**src/rtl/ahim_config_pkg.sv**
```systemverilog
// ahim_config_pkg
// Shared configuration for the AHIM receive path: the receive FSM state type
// and the default widths/depths used as parameter defaults by ahim_rx_router.
// No ports (package).
package ahim_config_pkg;

  // Existing interface widths
  localparam int PIO_DATA_WIDTH  = 32;  // HPS PIO beat width
  localparam int IMAGE_RAM_WIDTH = 12;  // image RAM address width
  localparam int UINT16_WIDTH    = 16;  // generic 16-bit counter width

  // Receive-router defaults
  localparam int RX_BEATS_PER_WORD = 4;
  localparam int RX_N_DEST         = 2;
  localparam int RX_WD_DEPTH       = 16;  // watchdog counter width

  typedef enum logic [1:0] {
    IDLE    = 2'd0,
    RECV    = 2'd1,
    DONE    = 2'd2,
    TIMEOUT = 2'd3
  } rx_state_t;

endpackage

```
**src/rtl/rx_beat_packer.sv**
```systemverilog
// rx_beat_packer
// Collects BEATS_PER_WORD accepted beats into one wide word, beat 0 in the LSBs.
// word_valid/word are combinational and valid in the cycle the last beat of a
// word is accepted, so the owner can register the destination write directly.
// Ports:
//   clk_in, rst_n (sync, active-low)  clock and reset
//   clear       drop any partial word (beat_cnt back to 0)
//   accept      a beat is taken this cycle
//   beat_data   data of the accepted beat
//   word_valid  this accepted beat completes a word
//   word        packed word (stored beats plus the current beat in the top slot)
module rx_beat_packer #(
  parameter int DATA_W         = 32,
  parameter int BEATS_PER_WORD = 4
) (
  input  logic                             clk_in,
  input  logic                             rst_n,
  input  logic                             clear,
  input  logic                             accept,
  input  logic [DATA_W-1:0]                beat_data,
  output logic                             word_valid,
  output logic [DATA_W*BEATS_PER_WORD-1:0] word
);

  localparam int BC_W = (BEATS_PER_WORD > 1) ? $clog2(BEATS_PER_WORD) : 1;
  localparam logic [BC_W-1:0] LAST = BC_W'(BEATS_PER_WORD - 1);

  logic [BC_W-1:0]   beat_cnt;
  logic [DATA_W-1:0] slot [BEATS_PER_WORD];

  always_ff @(posedge clk_in) begin
    if (!rst_n) begin
      beat_cnt <= '0;
      for (int i = 0; i < BEATS_PER_WORD; i++) slot[i] <= '0;
    end else if (clear) begin
      beat_cnt <= '0;
    end else if (accept) begin
      slot[beat_cnt] <= beat_data;
      beat_cnt       <= (beat_cnt == LAST) ? '0 : beat_cnt + 1'b1;
    end
  end

  assign word_valid = accept && (beat_cnt == LAST);

  // The last beat bypasses its slot so the word is complete in its accept cycle.
  always_comb begin
    word = '0;
    for (int i = 0; i < BEATS_PER_WORD; i++) word[i*DATA_W +: DATA_W] = slot[i];
    word[(BEATS_PER_WORD-1)*DATA_W +: DATA_W] = beat_data;
  end

endmodule

```
**src/rtl/ahim_rx_router.sv**
```systemverilog
// ahim_rx_router
// HPS-to-fabric receive unit: accepts PIO beats under a write/waitrequest
// handshake, packs them into words and writes each word to the selected
// destination buffer at an auto-incrementing address. Reports completion,
// watchdog timeout and overflow.
// Optional build macro: RX_CHECKSUM_EN -- when defined, rx_checksum carries the
// running sum of accepted beats in the session; otherwise it is tied to 0.
// Ports:
//   clk_in, rst_n (sync, active-low), clear_buff (soft clear, also clears overflow_err)
//   rx_enable, dest_sel, expected_words, watchdog_conf   session control
//   pio_data, write, waitrequest_out                    beat handshake
//   wr_en (one-hot), wr_data, wr_addr                   destination write port
//   rx_done (pulse), watchdog_trigger (level), overflow_err (sticky), rx_checksum
//
// state   | meaning
// IDLE    | waiting for a rising edge of rx_enable
// RECV    | accepting beats, writing packed words
// DONE    | all words written; further beats dropped and flagged
// TIMEOUT | watchdog expired; waiting for rx_enable low
module ahim_rx_router
  import ahim_config_pkg::*;
#(
  parameter int DATA_W         = PIO_DATA_WIDTH,
  parameter int BEATS_PER_WORD = RX_BEATS_PER_WORD,
  parameter int N_DEST         = RX_N_DEST,
  parameter int ADDR_W         = IMAGE_RAM_WIDTH,
  parameter int CNT_W          = UINT16_WIDTH,
  parameter int WD_W           = RX_WD_DEPTH
) (
  input  logic                             clk_in,
  input  logic                             rst_n,
  input  logic                             clear_buff,
  input  logic                             rx_enable,
  input  logic [$clog2(N_DEST)-1:0]        dest_sel,
  input  logic [WD_W-1:0]                  watchdog_conf,
  input  logic [CNT_W-1:0]                 expected_words,
  input  logic [DATA_W-1:0]                pio_data,
  input  logic                             write,
  output logic                             waitrequest_out,
  output logic [N_DEST-1:0]                wr_en,
  output logic [DATA_W*BEATS_PER_WORD-1:0] wr_data,
  output logic [ADDR_W-1:0]                wr_addr,
  output logic                             rx_done,
  output logic                             watchdog_trigger,
  output logic                             overflow_err,
  output logic [DATA_W-1:0]                rx_checksum
);

  localparam int DS_W = $clog2(N_DEST);

  rx_state_t                         state;
  logic                              rx_en_q;
  logic [DS_W-1:0]                   dest_q;
  logic [CNT_W-1:0]                  exp_q;
  logic [CNT_W-1:0]                  word_cnt;
  logic [CNT_W-1:0]                  word_cnt_nxt;
  logic [WD_W-1:0]                   wd_cnt;
  logic                              rise;
  logic                              accept;
  logic                              packer_clear;
  logic                              word_valid;
  logic [DATA_W*BEATS_PER_WORD-1:0]  packed_word;

  assign rise         = rx_enable && !rx_en_q;
  // A beat arriving as rx_enable falls is not taken: abort beats the last beat.
  assign accept       = (state == RECV) && !waitrequest_out && write && rx_enable;
  assign packer_clear = clear_buff || (state != RECV);
  assign word_cnt_nxt = word_cnt + 1'b1;

  rx_beat_packer #(
    .DATA_W        (DATA_W),
    .BEATS_PER_WORD(BEATS_PER_WORD)
  ) u_packer (
    .clk_in    (clk_in),
    .rst_n     (rst_n),
    .clear     (packer_clear),
    .accept    (accept),
    .beat_data (pio_data),
    .word_valid(word_valid),
    .word      (packed_word)
  );

  // Follows rx_enable through clear_buff so a held-high enable does not restart.
  always_ff @(posedge clk_in) begin
    if (!rst_n) rx_en_q <= 1'b0;
    else        rx_en_q <= rx_enable;
  end

  always_ff @(posedge clk_in) begin
    if (!rst_n || clear_buff) begin
      state            <= IDLE;
      waitrequest_out  <= 1'b1;
      wr_en            <= '0;
      wr_data          <= '0;
      wr_addr          <= '0;
      rx_done          <= 1'b0;
      watchdog_trigger <= 1'b0;
      overflow_err     <= 1'b0;
      dest_q           <= '0;
      exp_q            <= '0;
      word_cnt         <= '0;
      wd_cnt           <= '0;
    end else begin
      wr_en   <= '0;
      rx_done <= 1'b0;
      case (state)
        IDLE: begin
          waitrequest_out  <= 1'b1;
          watchdog_trigger <= 1'b0;
          if (rise) begin
            dest_q   <= dest_sel;
            exp_q    <= expected_words;
            word_cnt <= '0;
            wd_cnt   <= watchdog_conf;
            if (expected_words == '0) begin
              state   <= DONE;
              rx_done <= 1'b1;
            end else begin
              state           <= RECV;
              waitrequest_out <= 1'b0;
            end
          end
        end

        RECV: begin
          if (!rx_enable) begin
            state           <= IDLE;
            waitrequest_out <= 1'b1;
          end else begin
            if (word_valid) begin
              wr_en    <= N_DEST'(1) << dest_q;
              wr_data  <= packed_word;
              wr_addr  <= word_cnt[ADDR_W-1:0];
              word_cnt <= word_cnt_nxt;
              if ((word_cnt >> ADDR_W) != '0) overflow_err <= 1'b1;
              if (word_cnt_nxt == exp_q) begin
                state           <= DONE;
                rx_done         <= 1'b1;
                waitrequest_out <= 1'b1;
              end
            end
            // Down-counter from watchdog_conf, reloaded on every accepted beat;
            // terminal count 0 seen on the next idle cycle means conf+1 idle cycles.
            if (accept) begin
              wd_cnt <= watchdog_conf;
            end else if (watchdog_conf != '0) begin
              if (wd_cnt == '0) begin
                state            <= TIMEOUT;
                watchdog_trigger <= 1'b1;
                waitrequest_out  <= 1'b1;
              end else begin
                wd_cnt <= wd_cnt - 1'b1;
              end
            end
          end
        end

        DONE: begin
          waitrequest_out <= 1'b1;
          if (write) overflow_err <= 1'b1;
          if (!rx_enable) state <= IDLE;
        end

        TIMEOUT: begin
          waitrequest_out <= 1'b1;
          if (!rx_enable) begin
            state            <= IDLE;
            watchdog_trigger <= 1'b0;
          end
        end

        default: state <= IDLE;
      endcase
    end
  end

`ifdef RX_CHECKSUM_EN
  logic [DATA_W-1:0] csum;

  always_ff @(posedge clk_in) begin
    if (!rst_n || clear_buff)          csum <= '0;
    else if ((state == IDLE) && rise)  csum <= '0;
    else if (accept)                   csum <= csum + pio_data;
  end

  assign rx_checksum = csum;
`else
  assign rx_checksum = '0;
`endif

endmodule

```
**config.mk**
```make
export PLATFORM = sky130hd
export DESIGN_NAME = ahim_rx_router
export DESIGN_NICKNAME = d
export VERILOG_FILES = /design/src/rtl/ahim_config_pkg.sv /design/src/rtl/rx_beat_packer.sv /design/src/rtl/ahim_rx_router.sv
export SDC_FILE = /design/constraint.sdc
export NUM_CORES = 1
export LEC_CHECK = 0
export BUFFER_PORTS_ARGS = -buffer_cell sky130_fd_sc_hd__buf_2
export CORE_UTILIZATION = 55
export CTS_BUF_LIST = sky130_fd_sc_hd__clkbuf_8 sky130_fd_sc_hd__clkbuf_16
export CTS_CLUSTER_DIAMETER = 30
export DETAILED_ROUTE_END_ITERATION = 10
export PLACE_DENSITY = 0.9
export SETUP_SLACK_MARGIN = 0.05
export SYNTH_ARGS = -nofsm -noshare
export SYNTH_HDL_FRONTEND = slang
export SYNTH_HIERARCHICAL = 1
export SYNTH_SLANG_ARGS = --single-unit
```
**constraint.sdc**
```tcl
create_clock -name clk_in -period 4.11 [get_ports clk_in]
set_input_delay 0.411 -clock clk_in [delete_from_list [all_inputs] [get_ports clk_in]]
set_output_delay 0.411 -clock clk_in [all_outputs]
set_load 0.05 [all_outputs]
```
==> results of run 1 <==
==> registers in the layout, indices dropped and copies added, names as in the netlist, 12 cells and up <==
register	flops
exp_q	16
u_packer/slot	96
wd_cnt	16
word_cnt	16
wr_addr	12
wr_data	128
==> cell families (layout without fill, tap and decap cells) <==
family          after synthesis  after routing  share of synthesized area (%)
mux                           1              1                         0.0818
fa+ha+maj                     3              3                          0.307
flops                       296            296                           56.3
other cells                   1             32                         0.0307
compound gates              267            267                           12.2
simple gates                610            610                           21.7
xor+xnor                     23             23                           1.71
buf+inv                     162            334                           7.66
==> power groups by stage <==
stage	registers [mW]	logic, mW	clock network, mW
6_report	3.09	0.369	4.42
3_5_place_dp	3.14	0.360	0
4_1_cts	3.08	0.363	4.46
3_3_place_gp	3.14	0.355	0
2_1_floorplan	3.14	0.297	0
5_1_grt	3.09	0.399	4.59
==> layout make-up <==
type	instances	area [um^2]	area share (%)
Multi-Input combinational cell	936	4550	30.6
Clock buffer	57	1380	9.29
Inverter	6	22.5	0.151
Sequential cell	296	6890	46.3
Tap cell	280	350	2.36
Clock inverter	41	464	3.12
Timing Repair Buffer	230	1210	8.16
==> worst max-delay path: stages, from the launching register on <==
cell and delay (ns):
dfxtp_1 0.48, and3b_1 0.36, and2_1 0.37, or4b_2 0.65, nand2_2 0.67
==> metrics by stage <==
step                      instances  hold WS (ns)  util (%)
after floorplan                1394         0.406         -
after global placement         1748         0.422      59.7
after detailed placement       1748         0.439      59.7
after CTS                      1846        0.0980      68.2
after global routing           1846         0.120      68.2
final                          1846         0.118      68.2
==> final timing paths <==
path                                         start                   end  slack (ns)  cells past startpoint
worst max-delay path                      state[0]  u_packer/slot[0][28]        1.19                      4
worst min-delay path            expected_words[11]             exp_q[11]        0.12                      3
worst min register to register              dest_q              wr_en[0]        0.45                      1
worst max register to register            state[0]  u_packer/slot[0][28]        1.19                      4
==> placed cells by master, fill, tap and decap left out, types with 3 or more instances in the layout <==
cell / Yosys / layout
inv_6: 0 / 6
and2_1: 4 / 3
a211oi_1: 10 / 10
or3_1: 7 / 7
xnor2_1: 13 / 13
nand2b_1: 5 / 4
nor3_1: 14 / 14
and4_1: 5 / 5
clkinvlp_4: 0 / 8
nor4_1: 16 / 16
o31ai_1: 4 / 4
nor2b_1: 3 / 3
clkinv_2: 0 / 8
and3_1: 4 / 4
a21oi_1: 181 / 181
o41ai_1: 4 / 4
inv_1: 6 / 11
buf_4: 68 / 13
edfxtp_1: 96 / 96
a22o_1: 3 / 3
o21ai_0: 31 / 31
clkbuf_16: 0 / 53
or2_2: 4 / 4
clkbuf_8: 0 / 4
nor2_1: 102 / 102
clkinv_4: 0 / 4
o211ai_1: 5 / 5
nor2_2: 29 / 29
ha_1: 3 / 3
conb_1: 1 / 32
nand3_1: 11 / 11
nand2_1: 384 / 382
xor2_1: 9 / 9
nand4_1: 5 / 5
bufinv_16: 0 / 7
a31oi_1: 6 / 6
dfxtp_1: 200 / 200
buf_2: 9 / 215
==> routing by layer <==
layer	wire, um	up-vias
met1	12500	4836
li1	-	4853
met5	0	-
met4	994	0
met2	15000	582
met3	3200	91
==> impl_metrics.toml, run 1 <==
[logic_synthesis]
syn_inst = 1363
synth-edff-count = 96
yosysMostFrequentCell = "nand2_1"
synth_cell_types = 67
synth_warnings = 6
synthArstFlopShare_pct = 0
synth_largest_area_cell = "dfxtp_1"
ys_ff_latch = 296
syn_area_um2 = 12200
syn_area_per_cell_um2 = 8.97
yosysSeqAreaShare_pct = 56.3
synth_top_area_share_pct = 32.7
synth_ff_type = "dfxtp_1"
synth_common_cells = "nand2_1 (384), dfxtp_1 (200), a21oi_1 (181)"
synth_area_leaders = "dfxtp_1 (33%), edfxtp_1 (24%), nand2_1 (12%)"

[sta]
tightest_slew_ns = 1.34
final_max_slew_viol_count = 0
finalHoldViolCount = 0
final.setup.tns_ns = 0
fin_crit_ns = 2.92
slew_headroom_pct = 10.2
grt_setup_unrepaired = "no"
fmax_ghz = 0.343
fin_ws_ns = 1.19
finClkSkew_ns = 0.0187
setup_viol = 0
min_period_over_period_pct = 71.0

[floorplan]
io-pin-count = 248
dieHeight_um = 151
start_util_pct = 56.0
dieArea_um2 = 22800
row_count = 54
core_area_um2 = 21800
die_w_um = 151

[layout]
drive_above_1_share_pct = 24.0
antenna_cells = 0
area_growth_pct = 21.6
final_nets = 1595
fill_cells = 1585
stdcell_area_um2 = 14900

[power_and_ir_drop]
swShare_pct = 23.2
leakage_nw = 5.83
power-per-cell-area_nw_per_um2 = 530
p_clk_share_pct = 56.1
internal_power_mw = 6.05
peakVddDrop_v = 0.000300
power_mw = 7.88
p_seq_share_pct = 39.2
pwr-share-comb_pct = 4.7
switchingPower_mw = 1.82

[status]
outcome = "complete, no violations"

[global_route]
gr-usage-all-layers_pct = 27.4
antenna_found_initial = 0
overflow = 0
grt_pass1_wl_mm = 49.2
grtUsageMet2_pct = 44.4
use_met1_pct = 35.5
grt_use_met3_pct = 5.93
grt_max_degree = 110
top_usage_layer = "met2"
grt_pass1_vias = 9593

[placed_design]
io_buffers = 215
dpl_worst_slack_ns = 1.17
place_hpwl_mm = 19.9
place_congestion = 0.908
place_area_um2 = 13000

[routing]
vias_per_cell = 5.61
drcViolationCount = 0
wl_per_cell_um = 17.2
dr.pass1.iters = 5
wirelength_mm = 31.7
drtIter0Drc = 918
ant_nets = 0
vias = 10362

[clock_network]
cts_resized = 0
cts_buffers = 52
postCtsHoldBufs = 0
cts.root.buffer_cell = "clkbuf_16"
clock-sinks = 296
htreeDepth = 2
post_cts_buffers = 0
cts_buffer_depth = 3
tritoncts = "yes"
clock_latency_ns = 0.54
clk_pin_slew_ns = 0.05

[setup_path]
critPathKind = "flop to flop"
end_kind = "flop"
start_kind = "flop"
arrival_ns = 3.07
crit_fanout = 32
cp_data_required_time_ns = 4.27

[worst_hold_path]
hp-class = "input port to flop"

[run]
maxCapViolations = 0
Note: power is estimated with default switching activity, not from simulation.
==> inputs of run 2 (changes only) <==
Settings changed: CORE_UTILIZATION 55 to 50, PLACE_DENSITY 0.9 to 0.87.
Clock period 4.11 ns to 2.6 ns, I/O delays scaled along.
==> run 2 against run 1 <==
Critical path depth increased by 4; clock power is 49% higher; flip-flop and latch count stayed put; maximum frequency up 20%; routed wire length is 7.7% higher; non-clock buffer count grew 68; critical endpoint is now wd_cnt[1]; largest power group unchanged.
==> impl_metrics.toml, run 2 (synthesized netlist as in run 1, its figures left out) <==
[status]
outcome = "complete, no violations"

[clock_network]
clock-sinks = 296
tritoncts = "yes"
cts.root.buffer_cell = "clkbuf_16"
clock_latency_ns = 0.55
cts_buffer_depth = 3
clk_pin_slew_ns = 0.05
htreeDepth = 2
cts_buffers = 51

[sta]
fmax_ghz = 0.413
finClkSkew_ns = 0.0191
tightest_slew_ns = 0.722
finalHoldViolCount = 0
fin_crit_ns = 2.42
final.setup.tns_ns = 0
grt_setup_unrepaired = "no"
final_max_slew_viol_count = 0
slew_headroom_pct = 51.9
min_period_over_period_pct = 93.2
setup_viol = 0

[layout]
largest_register_ffs = 128
fin_util_pct = 65.4
drive_above_1_share_pct = 24.3
final_common_cell = "nand2_1"
largest-register = "wr_data"
antenna_cells = 0
layout_common_cells = "nand2_1 (381), buf_2 (215), dfxtp_1 (199)"
reg.largest.list = "wr_data: 128 flops, u_packer/slot: 96 flops"
area_growth_pct = 27.0
final_nets = 1662
stdcell_count = 1951
fill_cells = 1766

[power_and_ir_drop]
switchingPower_mw = 2.88
p_seq_share_pct = 40.3
power_mw = 12.1
p_clk_share_pct = 54.3
power-per-cell-area_nw_per_um2 = 779
peakVddDrop_v = 0.000475
swShare_pct = 23.8
leakage_nw = 6.12
internal_power_mw = 9.23
pwr-share-comb_pct = 5.5

[routing]
vias_per_cell = 5.53
drcViolationCount = 0
wirelength_mm = 34.2
wl_per_cell_um = 17.5
ant_nets = 0
drtIter0Drc = 1202
vias = 10782
dr.pass1.iters = 5

[setup_path]
end_kind = "flop"
critPathMaxStageDelay_ns = 0.52
critPathTopFamily = "simple AND/OR/NAND/NOR gates"
crit_fanout = 7
startpoint = "wd_cnt[0]"
start_kind = "flop"
cpMaxStageDelayCell = "or4b_4"
crit_top_cell = "a21oi_1"
arrival_ns = 2.82
crit_buf_inv = 1
r2r_start = "wd_cnt[0]"
critPathKind = "flop to flop"
path_cells = "inv_1 > ha_1 > or4b_4 > nor4_4 > a21o_2 > a21oi_1 > o211ai_1 > a21oi_1"
cp_data_required_time_ns = 2.99

[floorplan]
start_util_pct = 51.5
die_w_um = 158
row_count = 56
io-pin-count = 248
dieArea_um2 = 25100
core_area_um2 = 23800
dieHeight_um = 158

[placed_design]
io_buffers = 215
place_hpwl_mm = 20.4
place_congestion = 0.959
dp_cells = 1805

[global_route]
overflow = 0
grt_pass1_wl_mm = 52.4
antenna_found_initial = 0
grt_max_degree = 139
grt_pass1_vias = 10273
gr-usage-all-layers_pct = 26.8

[run]
maxCapViolations = 0

[worst_hold_path]
worstHoldStart = "rx_enable"
hp-class = "input port to flop"
==> run 2: cell count changes in the layout (fill, tap and decap cells not counted), moves of 3 or more <==
cell	previous run	this run
dlygate4sd3_1	0	49
buf_4	13	25
buf_12	2	9
clkinvlp_4	8	2
inv_6	6	11
bufinv_16	7	3
clkinv_4	4	8
clkinv_1	0	3
==> run 2: worst paths after layout <==
kind | cells past startpoint | endpoint | slack, ns
worst max-delay path | 8 | wd_cnt[1] | 0.18
worst min-delay path | 2 | rx_en_q | 0.03
worst max register to register | 8 | wd_cnt[1] | 0.18
worst min register to register | 2 | wr_data[24] | 0.45
==> run 2: final cells by class <==
| cell class | count | area (um^2) | share of cell area (%) |
|---|---|---|---|
| Clock inverter | 39 | 348 | 2.24 |
| Tap cell | 319 | 399 | 2.57 |
| Sequential cell | 296 | 6890 | 44.3 |
| Timing Repair Buffer | 298 | 1930 | 12.4 |
| Inverter | 6 | 22.5 | 0.145 |
| Clock buffer | 57 | 1380 | 8.89 |
| Multi-Input combinational cell | 936 | 4570 | 29.4 |
==> run 2: per-layer routing <==
| layer | routed length, um | share of wire [%] | track usage [%] |
|---|---|---|---|
| met1 | 13200 | 39 | 32.7 |
| met3 | 2800 | 8.2 | 4.68 |
| met5 | 0 | 0 | 0 |
| met2 | 16700 | 49 | 45.6 |
| met4 | 1470 | 4.3 | 13.6 |
==> run 2: power by group through the flow <==
stage / clock, mW / sequential (mW) / combinational (mW)
after floorplan: 0 / 4.96 / 0.470
after global placement: 0 / 4.96 / 0.568
after detailed placement: 0 / 4.97 / 0.575
after CTS: 6.62 / 4.87 / 0.636
after global routing: 6.89 / 4.88 / 0.707
final: 6.58 / 4.88 / 0.660
==> run 2: metrics by stage <==
| stage | hold WS (ns) | setup WS [ns] | instance area, um^2 |
|---|---|---|---|
| 3_3_place_gp | 0.438 | 0.311 | 13300 |
| 5_1_grt | 0.0338 | 0.0506 | 15500 |
| 6_report | 0.0307 | 0.177 | 15500 |
| 3_5_place_dp | 0.443 | 0.247 | 13300 |
| 2_1_floorplan | 0.382 | -0.0593 | 12400 |
| 4_1_cts | 0.00969 | 0.225 | 15500 |
==> run 2: what timing repair did <==
item | in CTS | in global routing
resized for setup | 0 | 3
endpoints found under the hold margin | 49 | 0
setup endpoints to repair | 0 | 5
setup buffers | 0 | 1
hold buffers | 49 | 0
